### src/rtl/drv_switch_pkg.sv
// Shared types and helpers for the switch-row driver family.
package drv_switch_pkg;

  typedef enum logic {
    EVT_CLICK   = 1'b0,
    EVT_RELEASE = 1'b1
  } evt_kind_t;

  // Width of a switch index for a row of n switches; never narrower than one bit.
  function automatic int idx_w(int n);
    return (n > 1) ? $clog2(n) : 1;
  endfunction

endpackage

### src/rtl/drv_fifo_sync.sv
// Single-clock show-ahead FIFO with occupancy count.
// Head data is read straight from storage, so it is valid whenever o_empty is low.
// A push while full is accepted only when a pop happens in the same cycle.
module drv_fifo_sync #(
  parameter int unsigned p_data_w = 8,
  parameter int unsigned p_depth  = 8
) (
  input  logic                      i_clk,
  input  logic                      i_rst,
  input  logic                      i_push,
  input  logic [p_data_w-1:0]       i_data,
  input  logic                      i_pop,
  output logic [p_data_w-1:0]       o_data,
  output logic                      o_full,
  output logic                      o_empty,
  output logic [$clog2(p_depth):0]  o_count
);

  localparam int unsigned AW = $clog2(p_depth);

  logic [p_data_w-1:0] mem [p_depth];
  logic [AW-1:0]       wr_ptr;
  logic [AW-1:0]       rd_ptr;
  logic [AW:0]         count;
  logic                push_ok;
  logic                pop_ok;

  // Qualify requests against occupancy; a full FIFO takes a push only alongside a pop.
  always_comb begin
    pop_ok  = i_pop & ~o_empty;
    push_ok = i_push & (~o_full | pop_ok);
  end

  // Storage, wrapping pointers and occupancy count.
  always_ff @(posedge i_clk or negedge i_rst) begin
    if (!i_rst) begin
      for (int unsigned i = 0; i < p_depth; i++) begin
        mem[i] <= '0;
      end
      wr_ptr <= '0;
      rd_ptr <= '0;
      count  <= '0;
    end else begin
      if (push_ok) begin
        mem[wr_ptr] <= i_data;
        wr_ptr      <= wr_ptr + 1'b1;
      end
      if (pop_ok) begin
        rd_ptr <= rd_ptr + 1'b1;
      end
      case ({push_ok, pop_ok})
        2'b10:   count <= count + 1'b1;
        2'b01:   count <= count - 1'b1;
        default: count <= count;
      endcase
    end
  end

  assign o_data  = mem[rd_ptr];
  assign o_full  = (count == (AW + 1)'(p_depth));
  assign o_empty = (count == '0);
  assign o_count = count;

endmodule

### src/rtl/drv_switch_event_queue.sv
// Serialises per-switch click/release pulses into an ordered {kind, index}
// event stream, buffered in a FIFO and presented on a valid/ready port.
// Each switch has one pending flag per event kind; a pulse landing on a flag
// that is still waiting is lost and recorded in the sticky overflow flag.
module drv_switch_event_queue
  import drv_switch_pkg::*;
#(
  parameter int unsigned p_width = 4,
  parameter int unsigned p_depth = 8,
  localparam int unsigned IW = idx_w(int'(p_width)),
  localparam int unsigned CW = $clog2(p_depth) + 1
) (
  input  logic               i_clk,
  input  logic               i_rst,
  input  logic [p_width-1:0] i_click,
  input  logic [p_width-1:0] i_release,
  output logic               o_valid,
  input  logic               i_ready,
  output logic               o_kind,
  output logic [IW-1:0]      o_index,
  output logic [CW-1:0]      o_count,
  output logic               o_overflow,
  input  logic               i_ovf_clr
);

  logic [p_width-1:0] r_pc;
  logic [p_width-1:0] r_pr;
  logic [p_width-1:0] grant_pc;
  logic [p_width-1:0] grant_pr;
  logic               req_valid;
  evt_kind_t          req_kind;
  logic [IW-1:0]      req_idx;
  logic               fifo_full;
  logic               fifo_empty;
  logic               pop;
  logic               can_push;
  logic               push;
  logic [IW:0]        fifo_din;
  logic [IW:0]        fifo_dout;
  logic               ovf_hit;
  logic               r_ovf;

  // Room for one more event this cycle: not full, or a slot frees by a pop.
  always_comb begin
    pop      = ~fifo_empty & i_ready;
    can_push = ~fifo_full | pop;
  end

  // Fixed-priority arbiter: lowest pending index wins, click before release.
  always_comb begin
    req_valid = 1'b0;
    req_kind  = EVT_CLICK;
    req_idx   = '0;
    grant_pc  = '0;
    grant_pr  = '0;
    for (int unsigned i = 0; i < p_width; i++) begin
      if (!req_valid && (r_pc[i] || r_pr[i])) begin
        req_valid   = 1'b1;
        req_idx     = IW'(i);
        req_kind    = r_pc[i] ? EVT_CLICK : EVT_RELEASE;
        grant_pc[i] = can_push & r_pc[i];
        grant_pr[i] = can_push & ~r_pc[i];
      end
    end
    push     = req_valid & can_push;
    fifo_din = {req_kind, req_idx};
  end

  // A pulse is lost only if its flag is still pending and not being granted now.
  always_comb begin
    ovf_hit = (|(i_click & r_pc & ~grant_pc)) | (|(i_release & r_pr & ~grant_pr));
  end

  // Pending flags: granted flags clear, new pulses set (set wins over clear).
  always_ff @(posedge i_clk or negedge i_rst) begin
    if (!i_rst) begin
      r_pc <= '0;
      r_pr <= '0;
    end else begin
      r_pc <= (r_pc & ~grant_pc) | i_click;
      r_pr <= (r_pr & ~grant_pr) | i_release;
    end
  end

  // Sticky overflow flag; a fresh loss beats a simultaneous clear.
  always_ff @(posedge i_clk or negedge i_rst) begin
    if (!i_rst) begin
      r_ovf <= 1'b0;
    end else if (ovf_hit) begin
      r_ovf <= 1'b1;
    end else if (i_ovf_clr) begin
      r_ovf <= 1'b0;
    end
  end

  drv_fifo_sync #(
    .p_data_w (IW + 1),
    .p_depth  (p_depth)
  ) u_fifo (
    .i_clk   (i_clk),
    .i_rst   (i_rst),
    .i_push  (push),
    .i_data  (fifo_din),
    .i_pop   (pop),
    .o_data  (fifo_dout),
    .o_full  (fifo_full),
    .o_empty (fifo_empty),
    .o_count (o_count)
  );

  assign o_valid    = ~fifo_empty;
  assign o_kind     = fifo_dout[IW];
  assign o_index    = fifo_dout[IW-1:0];
  assign o_overflow = r_ovf;

endmodule
### config.mk
export PLATFORM = sky130hd
export DESIGN_NAME = drv_switch_event_queue
export DESIGN_NICKNAME = d
export VERILOG_FILES = /design/src/rtl/drv_switch_pkg.sv /design/src/rtl/drv_fifo_sync.sv /design/src/rtl/drv_switch_event_queue.sv
export SDC_FILE = /design/constraint.sdc
export NUM_CORES = 1
export LEC_CHECK = 0
export CAP_MARGIN = 5
export CORE_ASPECT_RATIO = 1.75
export CORE_MARGIN = 2
export CORE_UTILIZATION = 40
export DETAILED_ROUTE_END_ITERATION = 8
export PLACE_DENSITY = 0.67
export SETUP_SLACK_MARGIN = 0.4
export SKIP_CTS_REPAIR_TIMING = 1
export SYNTH_ARGS = -nofsm -noshare
export SYNTH_HDL_FRONTEND = slang
export SYNTH_SLANG_ARGS = --single-unit
### constraint.sdc
create_clock -name i_clk -period 2.3 [get_ports i_clk]
set_input_delay 0.23 -clock i_clk [delete_from_list [all_inputs] [get_ports i_clk]]
set_output_delay 0.23 -clock i_clk [all_outputs]
set_load 0.03 [all_outputs]
==> results.tsv <==
stage	metric	value	unit
floorplanning	die_width	61.7	µm
timing	final-hold-violation-count	0	
critical_path	endpoint_kind	flip-flop	
placed_design	io_buffers	20	
grt	first_global_vias	1644	
grt	gr-total-overflow	0	
hold_path	worstHoldPathType	input port to async pin	
synth	synth-edff-count	0	
status	status	completed	
floorplanning	coreArea	0.00559	mm²
placed_design	gp_congestion	0.882	
critical_path	r2r_start	r_pc[0]	
synth	postSynthCellCount	192	
route	drtIter0Drc	48	
placed_design	dp_hpwl	3570	µm
route	drt_pass1_iterations	4	
synth	synth-async-reset-ratio	100	%
cts	insertion_delay	0.30	ns
route	dr_total_vias	1616	
finish	nets	248	
floorplanning	num_rows	36	
pwr	ir_drop	515	µV
synth	synth_cell_type_count	49	
grt	grt_usage	16.4	%
grt	globalRoute.busiestLayer	met2	
route	post_drt_wl_per_cell	15.5	µm
finish	syn_to_final_growth	27.1	%
cts	htree_num_levels	2	
critical_path	startpoint	r_pc[0]	
timing	whs	0.305	ns
pwr	finalPower	0.00320	W
timing	fin_tns_setup	0	ns
critical_path	reg2reg_depth	9	
timing	setup_viol	0	
synth	yosys_most_used_dff	dfrtp_1	
cts	clockBufferDepth	2	
synth	avgSynthCellArea	12.1	µm²
synth	synth.yosys.warnings	0	
timing	period_needed	2.24	ns
finish	drive_gt1_share	37.5	%
timing	fmax	0.446	GHz
floorplanning	ioPinCount	21	
pwr	p_leak	1.24	nW
critical_path	arrival	2.43	ns
grt	grt_pass1_wl	7920	µm
cts	path_clk_slew	0.09	ns
critical_path	r2r_end	u_fifo.o_count[2]	
cts	cts-root-buf	clkbuf_8	
route	ant_nets	0	
critical_path	critPathKind	flip-flop to flip-flop	
finish	antennaDiodeCount	0	
timing	rsz0062_at_grt	true	
route	via_per_inst	5.25	
critical_path	start_kind	flip-flop	
timing	slew_headroom	70.0	%
route	wl	4790	µm
run	maxCapViolCount	0	
floorplanning	die_h	105	µm
cts	cts.sinks	43	
timing	skew	0.0143	ns
cts	tritoncts	built	
timing	worst_pin_slew	0.450	ns
grt	grt_util_met3	3.34	%
timing	slew_viol_final	0	
grt	antenna_found_initial	0	
critical_path	cp_data_required_time	2.49	ns
floorplanning	initial_core_util	41.7	%
synth	synth_area	0.00233	mm²
critical_path	crit_end	u_fifo.o_count[2]	
cts	numCtsBuffers	5	
critical_path	cp_max_fo	5	
pwr	power_density	1080	mW/mm²
floorplanning	die-area	0.00647	mm²
route	drc_errors	0	
synth	synth-seq-cells	43	
grt	grtUsageMet2	27.4	%
synth	postSynthNetCount	209	
grt	grt_max_degree	36	
critical_path	ff2ff_setup_slack	0.06	ns
synth	synth-seq-area-share	46.2	%
timing	period_share	97.5	%
grt	gr-usage-met1	20.0	%
-- critical path, stage by stage, from the launching register on --
cell and delay, ns:
dfrtp_1 0.38, or4_4 0.58, o22ai_4 0.21, ha_4 0.22, xor2_2 0.07, ha_2 0.18
a21oi_2 0.12, xor2_1 0.15, nor2_1 0.07, xor2_1 0.15
-- per-stage QoR --
| stage | utilization [%] | cell area, µm² | worst slack [ns] | cells |
|---|---|---|---|---|
| detailed placement | 49.6 | 2770 | 0.0511 | 295 |
| global placement | 49.6 | 2770 | 0.108 | 295 |
| finish | 53.0 | 2960 | 0.0582 | 308 |
| floorplan | - | 2400 | -0.0499 | 192 |
| CTS | 51.1 | 2850 | -0.197 | 303 |
| global route | 53.0 | 2960 | -0.0154 | 308 |
-- layer usage --
metal	vias to the layer above	wire length, µm
met3	10	100
li1	791	-
met4	0	127
met1	787	1900
met2	28	2660
met5	-	0
-- worst min path at each step --
| stage | slack (ns) | endpoint | cells past startpoint |
|---|---|---|---|
| final | 0.31 | u_fifo.o_count[2] | 2 |
| after floorplan | -0.07 | o_overflow | 0 |
| after CTS | -0.23 | u_fifo.rd_ptr[2] | 1 |
| after global routing | 0.33 | u_fifo.wr_ptr[0] | 2 |
| after global placement | 0.09 | u_fifo.rd_ptr[2] | 1 |
| after detailed placement | 0.09 | u_fifo.rd_ptr[2] | 1 |
-- final cells by class --
class | instances | area [µm²]
flip-flops and latches | 43 | 1080
clock buffers | 6 | 72.6
inverters | 2 | 7.51
multi-input cells | 134 | 1280
clock inverters | 2 | 12.5
repair buffers | 45 | 412
fillers | 518 | 2630
well taps | 76 | 95.1
-- cell families (layout without fill, tap and decap cells) --
logic type	after synthesis	in the layout	synth area share (%)
AND/OR/NAND/NOR	49	49	13.6
AO/OA/AOI/OAI	43	43	14.0
flip-flops	43	43	46.2
multiplexers	28	28	16.6
buffers and inverters	15	55	3.49
XOR/XNOR	9	9	3.39
adder cells (fa/ha/maj)	5	5	2.69
-- registers in the layout, summed over array words and instances (netlist names) --
register        count
r_pr                4
u_fifo.wr_ptr       3
u_fifo.mem         24
r_pc                4
u_fifo.rd_ptr       3
o_overflow          1
u_fifo.o_count      4
-- synthesized netlist by cell type (4+ instances only) --
library cell	instances	area share, %
o31ai_1	12	3.9
nand2b_1	10	2.7
clkbuf_1	6	0.97
mux4_2	6	5.8
dfrtp_1	43	46
mux2_2	14	6.8
nor2_1	7	1.1
ha_1	5	2.7
or3_1	5	1.3
or2_2	4	1.1
mux2_1	7	3.4
o21ai_0	8	1.7
xor2_1	6	2.3
-- cells in the final DEF (no fill, tap or decap), drive strengths merged, types with 3 or more instances in the layout --
| cell | Yosys | routed |
|---|---|---|
| dfrtp | 43 | 43 |
| buf | 7 | 25 |
| mux2 | 22 | 22 |
| clkdlybuf4s50 | 0 | 15 |
| o31ai | 12 | 12 |
| nand2b | 10 | 10 |
| nor2 | 10 | 10 |
| o21ai | 9 | 9 |
| clkbuf | 6 | 7 |
| or3 | 7 | 7 |
| mux4 | 6 | 6 |
| xor2 | 6 | 6 |
| ha | 5 | 5 |
| or2 | 4 | 4 |
| a21o | 3 | 3 |
| or4 | 3 | 3 |
| o211ai | 3 | 3 |
| xnor2 | 3 | 3 |
| nand3 | 3 | 3 |
| dlymetal6s2s | 0 | 3 |
-- report_power, final --
part           internal [W]  leakage [nW]  total [W]  switching, W
Combinational      0.000820         0.678    0.00151      0.000692
Clock              0.000213        0.0412   0.000474      0.000261
Sequential         0.000973         0.519    0.00122      0.000243
Total               0.00201          1.24    0.00320       0.00120
Power figures use the tool's default switching activity.
